===== src/rtl/id_ex_reader.sv =====
// id_ex_reader: EX-side consumer of the packed 134-bit ID/EX bundle.
// Bundles arrive over a valid/ready handshake and land in a 2-entry skid
// FIFO, so decode can run one cycle ahead of an EX stall. The head entry is
// unpacked into named fields. The block also derives the write-register index,
// the extended immediate and the branch target, and flags load-use hazards.
//
// Ports:
//   clock, reset            rising-edge clock, async active-high reset
//   in_valid/in_bundle/in_ready   upstream handshake (in_ready = count != 2)
//   out_valid/out_ready     head-valid / EX-consume handshake
//   flush                   discard every buffered entry at the next edge
//   id_rs, id_rt            source registers of the instruction in decode
//   reg_dst..alu_op         head control fields
//   pc_add, rs_data, rt_data, imm16, rt_idx, rd_idx   head data fields
//   wreg, imm32, br_target  derived head values
//   load_use                hazard request back to decode
module id_ex_reader #(
  parameter int unsigned DEPTH = 2,
  localparam int unsigned BW = 134,
  localparam int unsigned DW = 32,
  localparam int unsigned IW = 16,
  localparam int unsigned RW = 5,
  localparam int unsigned AW = 4
) (
  input  logic          clock,
  input  logic          reset,
  input  logic          in_valid,
  input  logic [BW-1:0] in_bundle,
  output logic          in_ready,
  input  logic          out_ready,
  input  logic          flush,
  input  logic [RW-1:0] id_rs,
  input  logic [RW-1:0] id_rt,
  output logic          out_valid,
  output logic          reg_dst,
  output logic          branch,
  output logic          mem_to_reg,
  output logic          mem_write,
  output logic          alu_src,
  output logic          reg_write,
  output logic          jump,
  output logic          ext_op,
  output logic [AW-1:0] alu_op,
  output logic [DW-1:0] pc_add,
  output logic [DW-1:0] rs_data,
  output logic [DW-1:0] rt_data,
  output logic [IW-1:0] imm16,
  output logic [RW-1:0] rt_idx,
  output logic [RW-1:0] rd_idx,
  output logic [RW-1:0] wreg,
  output logic [DW-1:0] imm32,
  output logic [DW-1:0] br_target,
  output logic          load_use
);

  localparam int unsigned CNT_W = 2;

  // Field view of one bundle, MSB first.
  typedef struct packed {
    logic          reg_dst;
    logic          branch;
    logic          mem_to_reg;
    logic [AW-1:0] alu_op;
    logic          mem_write;
    logic          alu_src;
    logic          reg_write;
    logic          jump;
    logic          ext_op;
    logic [DW-1:0] pc_add;
    logic [DW-1:0] rs_data;
    logic [DW-1:0] rt_data;
    logic [IW-1:0] imm16;
    logic [RW-1:0] rt_idx;
    logic [RW-1:0] rd_idx;
  } bundle_t;

  logic [BW-1:0]    mem [2];
  logic             rptr;
  logic             wptr;
  logic [CNT_W-1:0] count;
  logic             push;
  logic             pop;
  bundle_t          head;

  // Handshake status depends only on the registered count.
  assign in_ready  = (count != CNT_W'(DEPTH));
  assign out_valid = (count != '0);

  // Flush cancels both the incoming push and any pending pop.
  assign push = in_valid & in_ready & ~flush;
  assign pop  = out_valid & out_ready & ~flush;

  // FIFO storage, pointers and occupancy.
  always_ff @(posedge clock or posedge reset) begin
    if (reset) begin
      mem[0] <= '0;
      mem[1] <= '0;
      rptr   <= 1'b0;
      wptr   <= 1'b0;
      count  <= '0;
    end else if (flush) begin
      rptr  <= 1'b0;
      wptr  <= 1'b0;
      count <= '0;
    end else begin
      if (push) begin
        mem[wptr] <= in_bundle;
        wptr      <= wptr + 1'b1;
      end
      if (pop) begin
        rptr <= rptr + 1'b1;
      end
      unique case ({push, pop})
        2'b10:   count <= count + CNT_W'(1);
        2'b01:   count <= count - CNT_W'(1);
        default: count <= count;
      endcase
    end
  end

  // Head unpack; fields show the stale entry while out_valid is low.
  assign head       = bundle_t'(mem[rptr]);
  assign reg_dst    = head.reg_dst;
  assign branch     = head.branch;
  assign mem_to_reg = head.mem_to_reg;
  assign alu_op     = head.alu_op;
  assign mem_write  = head.mem_write;
  assign alu_src    = head.alu_src;
  assign reg_write  = head.reg_write;
  assign jump       = head.jump;
  assign ext_op     = head.ext_op;
  assign pc_add     = head.pc_add;
  assign rs_data    = head.rs_data;
  assign rt_data    = head.rt_data;
  assign imm16      = head.imm16;
  assign rt_idx     = head.rt_idx;
  assign rd_idx     = head.rd_idx;

  // Derived values.
  assign wreg      = head.reg_dst ? head.rd_idx : head.rt_idx;
  assign imm32     = head.ext_op ? {{(DW-IW){head.imm16[IW-1]}}, head.imm16}
                                 : {{(DW-IW){1'b0}}, head.imm16};
  assign br_target = head.pc_add + {imm32[DW-3:0], 2'b00};

  // Register zero never carries a real dependency.
  assign load_use = out_valid & head.mem_to_reg & head.reg_write &
                    (wreg != '0) & ((wreg == id_rs) | (wreg == id_rt));

endmodule


===== config.mk =====
export PLATFORM = sky130hd
export DESIGN_NAME = id_ex_reader
export DESIGN_NICKNAME = d
export VERILOG_FILES = /design/src/rtl/id_ex_reader.sv
export SDC_FILE = /design/constraint.sdc
export NUM_CORES = 1
export LEC_CHECK = 0
export BUFFER_PORTS_ARGS = -buffer_cell sky130_fd_sc_hd__buf_4
export CELL_PAD_IN_SITES_DETAIL_PLACEMENT = 0
export CELL_PAD_IN_SITES_GLOBAL_PLACEMENT = 1
export CORE_UTILIZATION = 46
export CTS_CLUSTER_DIAMETER = 100
export DETAILED_ROUTE_END_ITERATION = 16
export GPL_TIMING_DRIVEN = 0
export PLACE_DENSITY_LB_ADDON = 0.05
export SYNTH_ARGS = -nofsm -noshare
export SYNTH_HDL_FRONTEND = slang
export SYNTH_SLANG_ARGS = --single-unit

===== constraint.sdc =====
create_clock -name clock -period 18.35 [get_ports clock]
set_clock_uncertainty 0.2 [all_clocks]
set_input_delay 3.67 -clock clock [delete_from_list [all_inputs] [get_ports clock]]
set_output_delay 3.67 -clock clock [all_outputs]
set_load 0.01 [all_outputs]

== After elaboration in Yosys (flattened, before gate mapping) ==
Cells that the tools add are included.
Storage, ports and cells
  bits in registers: 272
  input bits: 149
  output and inout bits: 206
  word-level logic and storage cells: 51
Cells by class
  add/sub/neg operators: 5
  magnitude comparators: 3
  equal/unequal tests: 5
  mux-type cells: 14
  bitwise gates (word level): 12
  reductions and logical operators: 7
Operator list (count)
  $mux 134: 4
  $bwmux 268: 1
  $demux 134 s1: 1
  $add 32x32->32: 1
  $mux 32: 1
  $eq 5x5->1: 2
  $and 1x1->1: 8
  $reduce_bool 2->1: 3
  $mux 5: 1
  $reduce_bool 5->1: 1
  $ge 2x2->1 const B: 2
  $mux 1: 4
  $not 1->2: 2
  $pmux 2 s2: 1
  $reduce_bool 3->1: 1
  $add 1x1->1 const B: 2
  $add 2x1->2 const B: 1
  $eq 2x1->1 const B: 1
  $eq 2x2->1 const B: 1
  $lt 2x1->1 const B: 1
  $mux 2: 1
  $ne 2x2->1 const B: 1
  $reduce_and 2->1: 1
  $sub 2x1->2 const B: 1
  3 further kinds: 3

== Logic depth before layout (Yosys ltp) ==
  word-level depth: 8
  depth in mapped cells: 15
  mapped depth without buffers: 11

== Worst setup path before layout ==
OpenSTA, ideal clock, no wires.
  path type: input -> output
  start point: input port id_rt[4]
  end point: output port load_use
  data arrival time: 4393 ps
  data required time: 14480 ps
  setup slack: 10087 ps
  stages: 4
  buffers on the path: 0
  path through: xor2_1 nor3_1 a31oi_1 nor3_1
On the way
  word-level cells in the longest chain between the ends: 3
Ends and longest elaborated chain
  start: declaration: RTL line 33  | input logic [RW-1:0] id_rt,
  $eq 5x5->1: RTL line 147  | (wreg != '0) & ((wreg == id_rs) | (wreg == id_rt));
  $or 1x1->1: RTL line 147
  $and 1x1->1: RTL line 147
  end: declaration: RTL line 53  | output logic load_use
No other way between the ends.

== Worst setup path after layout ==
  start point: register rptr
  end point: output port br_target[30]
On the way
  word-level cells in the longest chain between the ends: 6
Ends and longest elaborated chain
  start: declaration: RTL line 78  | logic rptr;
  start signal: assignment: RTL line 111  | rptr <= rptr + 1'b1;
  $not 1->2 (not written as such) *: RTL line 122  | assign head = bundle_t'(mem[rptr]);
  $mux 134 (not written as such) * (3 in a row): RTL line 122
  $mux 32: RTL line 141  | assign imm32 = head.ext_op ? {{(DW-IW){head.imm16[IW-1]}}, head.imm16}
  $add 32x32->32 *: RTL line 143  | assign br_target = head.pc_add + {imm32[DW-3:0], 2'b00};
  end: declaration: RTL line 52  | output logic [DW-1:0] br_target,
Every way passes the cells marked *; elsewhere a longest branch is shown, timed or not. The select of a mux whose other input is x is not followed.

==> run_results.csv <==
group,metric,value,unit
run_status,status,"completed",
worst_setup_path,cpMostUsedCell,"clkbuf_1",
clocking,cts.clk_slew.worst_paths,60,ps
floorplan,core,0.0291,sq mm
drt,drc_errors,0,
clocking,clock_tree.htree_level_count,1,
clocking,cts_root_buf,"clkbuf_16",
synthesis,synth_cell_type_count,56,
placement,place.gp.congestion,0.855,
floorplan,dieArea,0.0306,sq mm
sta,maxSlewViolCount,0,
worst_setup_path,cp_max_fo,10,
worst_setup_path,startpoint_type,"register",
clocking,cts_resized,0,
global_routing,grt_pass1_wl,54800,um
synthesis,yosysSeqAreaShare,49.5,%
synthesis,synth_top_family_by_area,"multiplexers",
drt,via_count,9468,
placement,hpwlAfterDp,26300,um
placement,postPlaceCellArea,0.0170,sq mm
worst_setup_path,crit_arrival,5600,ps
clocking,post-cts-setup-buffer-count,0,
finish,area_growth_syn_to_layout,30.4,%
worst_setup_path,crit_required,14480,ps
synthesis,synthMuxAreaShare,33.3,%
floorplan,io_pins,355,
synthesis,synthXorXnorAreaFrac,2.36,%
sta,rsz0062_at_grt,"false",
synthesis,synth_top_flop_cell,"dfrtp_1",
drt,via_per_inst,5.17,
floorplan,rows,62,
worst_setup_path,r2r_cells,6,
global_routing,grt.busiest_layer,"met2",
finish,final_cell_mix,"mux2_2 (402), buf_4 (388), dfrtp_1 (272), a21oi_1 (32), clkbuf_16 (31)",
worst_setup_path,setup.worst_path.end_class,"output pin",
global_routing,grt_max_degree,127,
worst_setup_path,max_stage_delay,670,ps
worst_setup_path,cp_slowest_cell,"clkbuf_1",
synthesis,syn_area,0.0138,sq mm
synthesis,syn_inst,1035,
synthesis,synth-edff-count,0,
worst_setup_path,crit_family,"buffers and inverters",
global_routing,met2_usage,39.0,%
finish,nets,1603,
synthesis,syn-num-nets,1214,
sta,tightest_slew,1170,ps
synthesis,synthSimpleGateAreaFrac,3.61,%
synthesis,avgSynthCellArea,13.3,sq um
pwr,irDropWorstVdd,0.0784,mV
global_routing,grt_pass1_vias,9889,
sta,period_share,51.6,%
clocking,cts_hold_buffers,0,
synthesis,synth-adder-area-share,2.78,%
worst_setup_path,cp_cell_sequence,"buf_2 > buf_6 > clkbuf_1 > clkbuf_1 > mux2_2 > ha_1 > inv_1 > fa_1 > and2b_1 > o2111ai_2 > and4_4 > o21bai_1 > a21oi_1 > o311a_1 > nor4_1 > buf_4",
worst_setup_path,critical_path_buf_inv_count,6,
worst_hold_path,hold_path_class,"reg2reg",
synthesis,yosys_register_bits,272,
sta,fin_setup_tns,0,ps
clocking,clkLatencyLatePin,540,ps
sta,hold_viol,0,
worst_setup_path,crit_type,"reg2out",
worst_setup_path,cp.depth,16,
floorplan,initial_utilization,47.3,%
synthesis,synth-compound-area-share,4.79,%
clocking,cts_max_path_buffers,3,
pwr,p_leak,8.29,nW
global_routing,grt_antenna_before_repair,2,
sta,setup_viol,0,
finish,final_common_cell,"mux2_2",
worst_hold_path,hold_depth,1,
synthesis,async_flop_share,100,%
finish,drive_gt1_share,60.2,%
clocking,cts_buffers,31,
global_routing,gr-usage-met3,5.85,%
clocking,cts.sinks,272,
sta,relSlewSlack,22.2,%
drt,drt_wl_total,35100,um
synthesis,yosysWarnings,0,
drt,first_pass_iters,4,
sta,fmax,106,MHz
run,drv_cap,0,
finish,fin_area,0.0179,sq mm
drt,drt_iter0_drc,424,
floorplan,die_h,175,um
sta,layout_min_cycle_time,9470,ps
clocking,cts_tree,"built",
pwr,p_per_area,143,mW/mm^2
global_routing,grtUsageMet1,29.3,%
placement,port-buffer-count,354,
floorplan,chipWidth,175,um
drt,antenna_left,0,
drt,wl_per_cell,19.2,um
global_routing,gr-total-overflow,0,
global_routing,grt_usage,22.8,%
[cells in the mapped netlist (3+ instances only)]
cell type	n	area share, %
buf_4	34	1.9
and3_1	5	0.23
a31oi_1	6	0.27
nor2b_1	3	0.14
xor2_1	17	1.1
xnor2_1	20	1.3
o21bai_1	5	0.27
buf_1	7	0.19
nand4_1	4	0.18
nand2b_1	3	0.14
a21o_1	15	0.82
a21oi_1	32	1.2
nor2_1	18	0.49
nand2_1	30	0.82
nor4_1	4	0.18
nand3_1	7	0.25
clkbuf_1	21	0.57
o21ai_0	13	0.47
ha_1	29	2.6
o31ai_1	3	0.16
o21a_1	5	0.27
buf_2	16	0.58
dfrtp_1	272	49
nor3_1	9	0.33
mux2i_1	5	0.36
mux2_2	402	33
inv_1	12	0.33
o211ai_1	3	0.16
[final timing paths]
check | start | to | slack [ps]
min in group asynchronous | reset | mem[198] | 2910
worst max register to register | count[0] | mem[157] | 15410
worst max-delay path | rptr | br_target[30] | 8880
worst min-delay path | mem[100] | mem[100] | 300
max in group asynchronous | reset | mem[113] | 14080
worst min register to register | mem[100] | mem[100] | 300
[where the power goes]
group / internal [mW] / total, mW / switching (mW) / leakage (nW)
Clock: 0.351 / 0.592 / 0.241 / 0.480
Sequential: 0.769 / 0.845 / 0.0762 / 3.24
Combinational: 0.597 / 1.13 / 0.528 / 4.58
Total: 1.72 / 2.56 / 0.845 / 8.29
[worst register-to-register path, delay by kind of cell, from the launching register on]
family / cells / cell delay, ps
flops: 1 / 390
buf+inv: 2 / 1100
mux: 1 / 380
simple gates: 3 / 770
[stage by stage]
| step | power [mW] | hold slack [ps] | std cells | worst slack [ps] | util [%] |
|---|---|---|---|---|---|
| 2_1_floorplan | 1.52 | 274 | 1035 | 6980 | - |
| 3_3_place_gp | 1.97 | 280 | 1773 | 3760 | 58.1 |
| 3_5_place_dp | 1.99 | 288 | 1775 | 9340 | 58.3 |
| 4_1_cts | 2.59 | 304 | 1830 | 8700 | 61.7 |
| 5_1_grt | 2.71 | 309 | 1831 | 8520 | 61.7 |
| 6_report | 2.56 | 299 | 1831 | 8880 | 61.7 |
[logic make-up after synthesis]
| family | after synthesis |
|---|---|
| multiplexers | 407 |
| flip-flops | 272 |
| AO/OA/AOI/OAI | 99 |
| AND/OR/NAND/NOR | 97 |
| buffers and inverters | 93 |
| XOR/XNOR | 37 |
| adder cells (fa/ha/maj) | 30 |
[routing by layer]
metal / part of all wire, % / wire [um]
met5: 0.023 / 8
met4: 1.4 / 504
met3: 7.5 / 2620
met2: 49 / 17300
met1: 42 / 14600
[registers in the layout (all words and copies together) (netlist names)]
| register | flops |
|---|---|
| count | 2 |
| mem | 268 |
| rptr | 1 |
| wptr | 1 |
[layout make-up]
cell class | instances | area, sq um
Fill cell | 2452 | 11100
Sequential cell | 272 | 6810
Multi-Input combinational cell | 670 | 6440
Timing Repair Buffer | 356 | 2710
Clock buffer | 46 | 902
Tap cell | 384 | 480
Buffer | 81 | 468
Clock inverter | 9 | 78.8
Inverter | 12 | 52.6
Antenna cell | 1 | 2.50
Power figures use the tool's default switching activity.
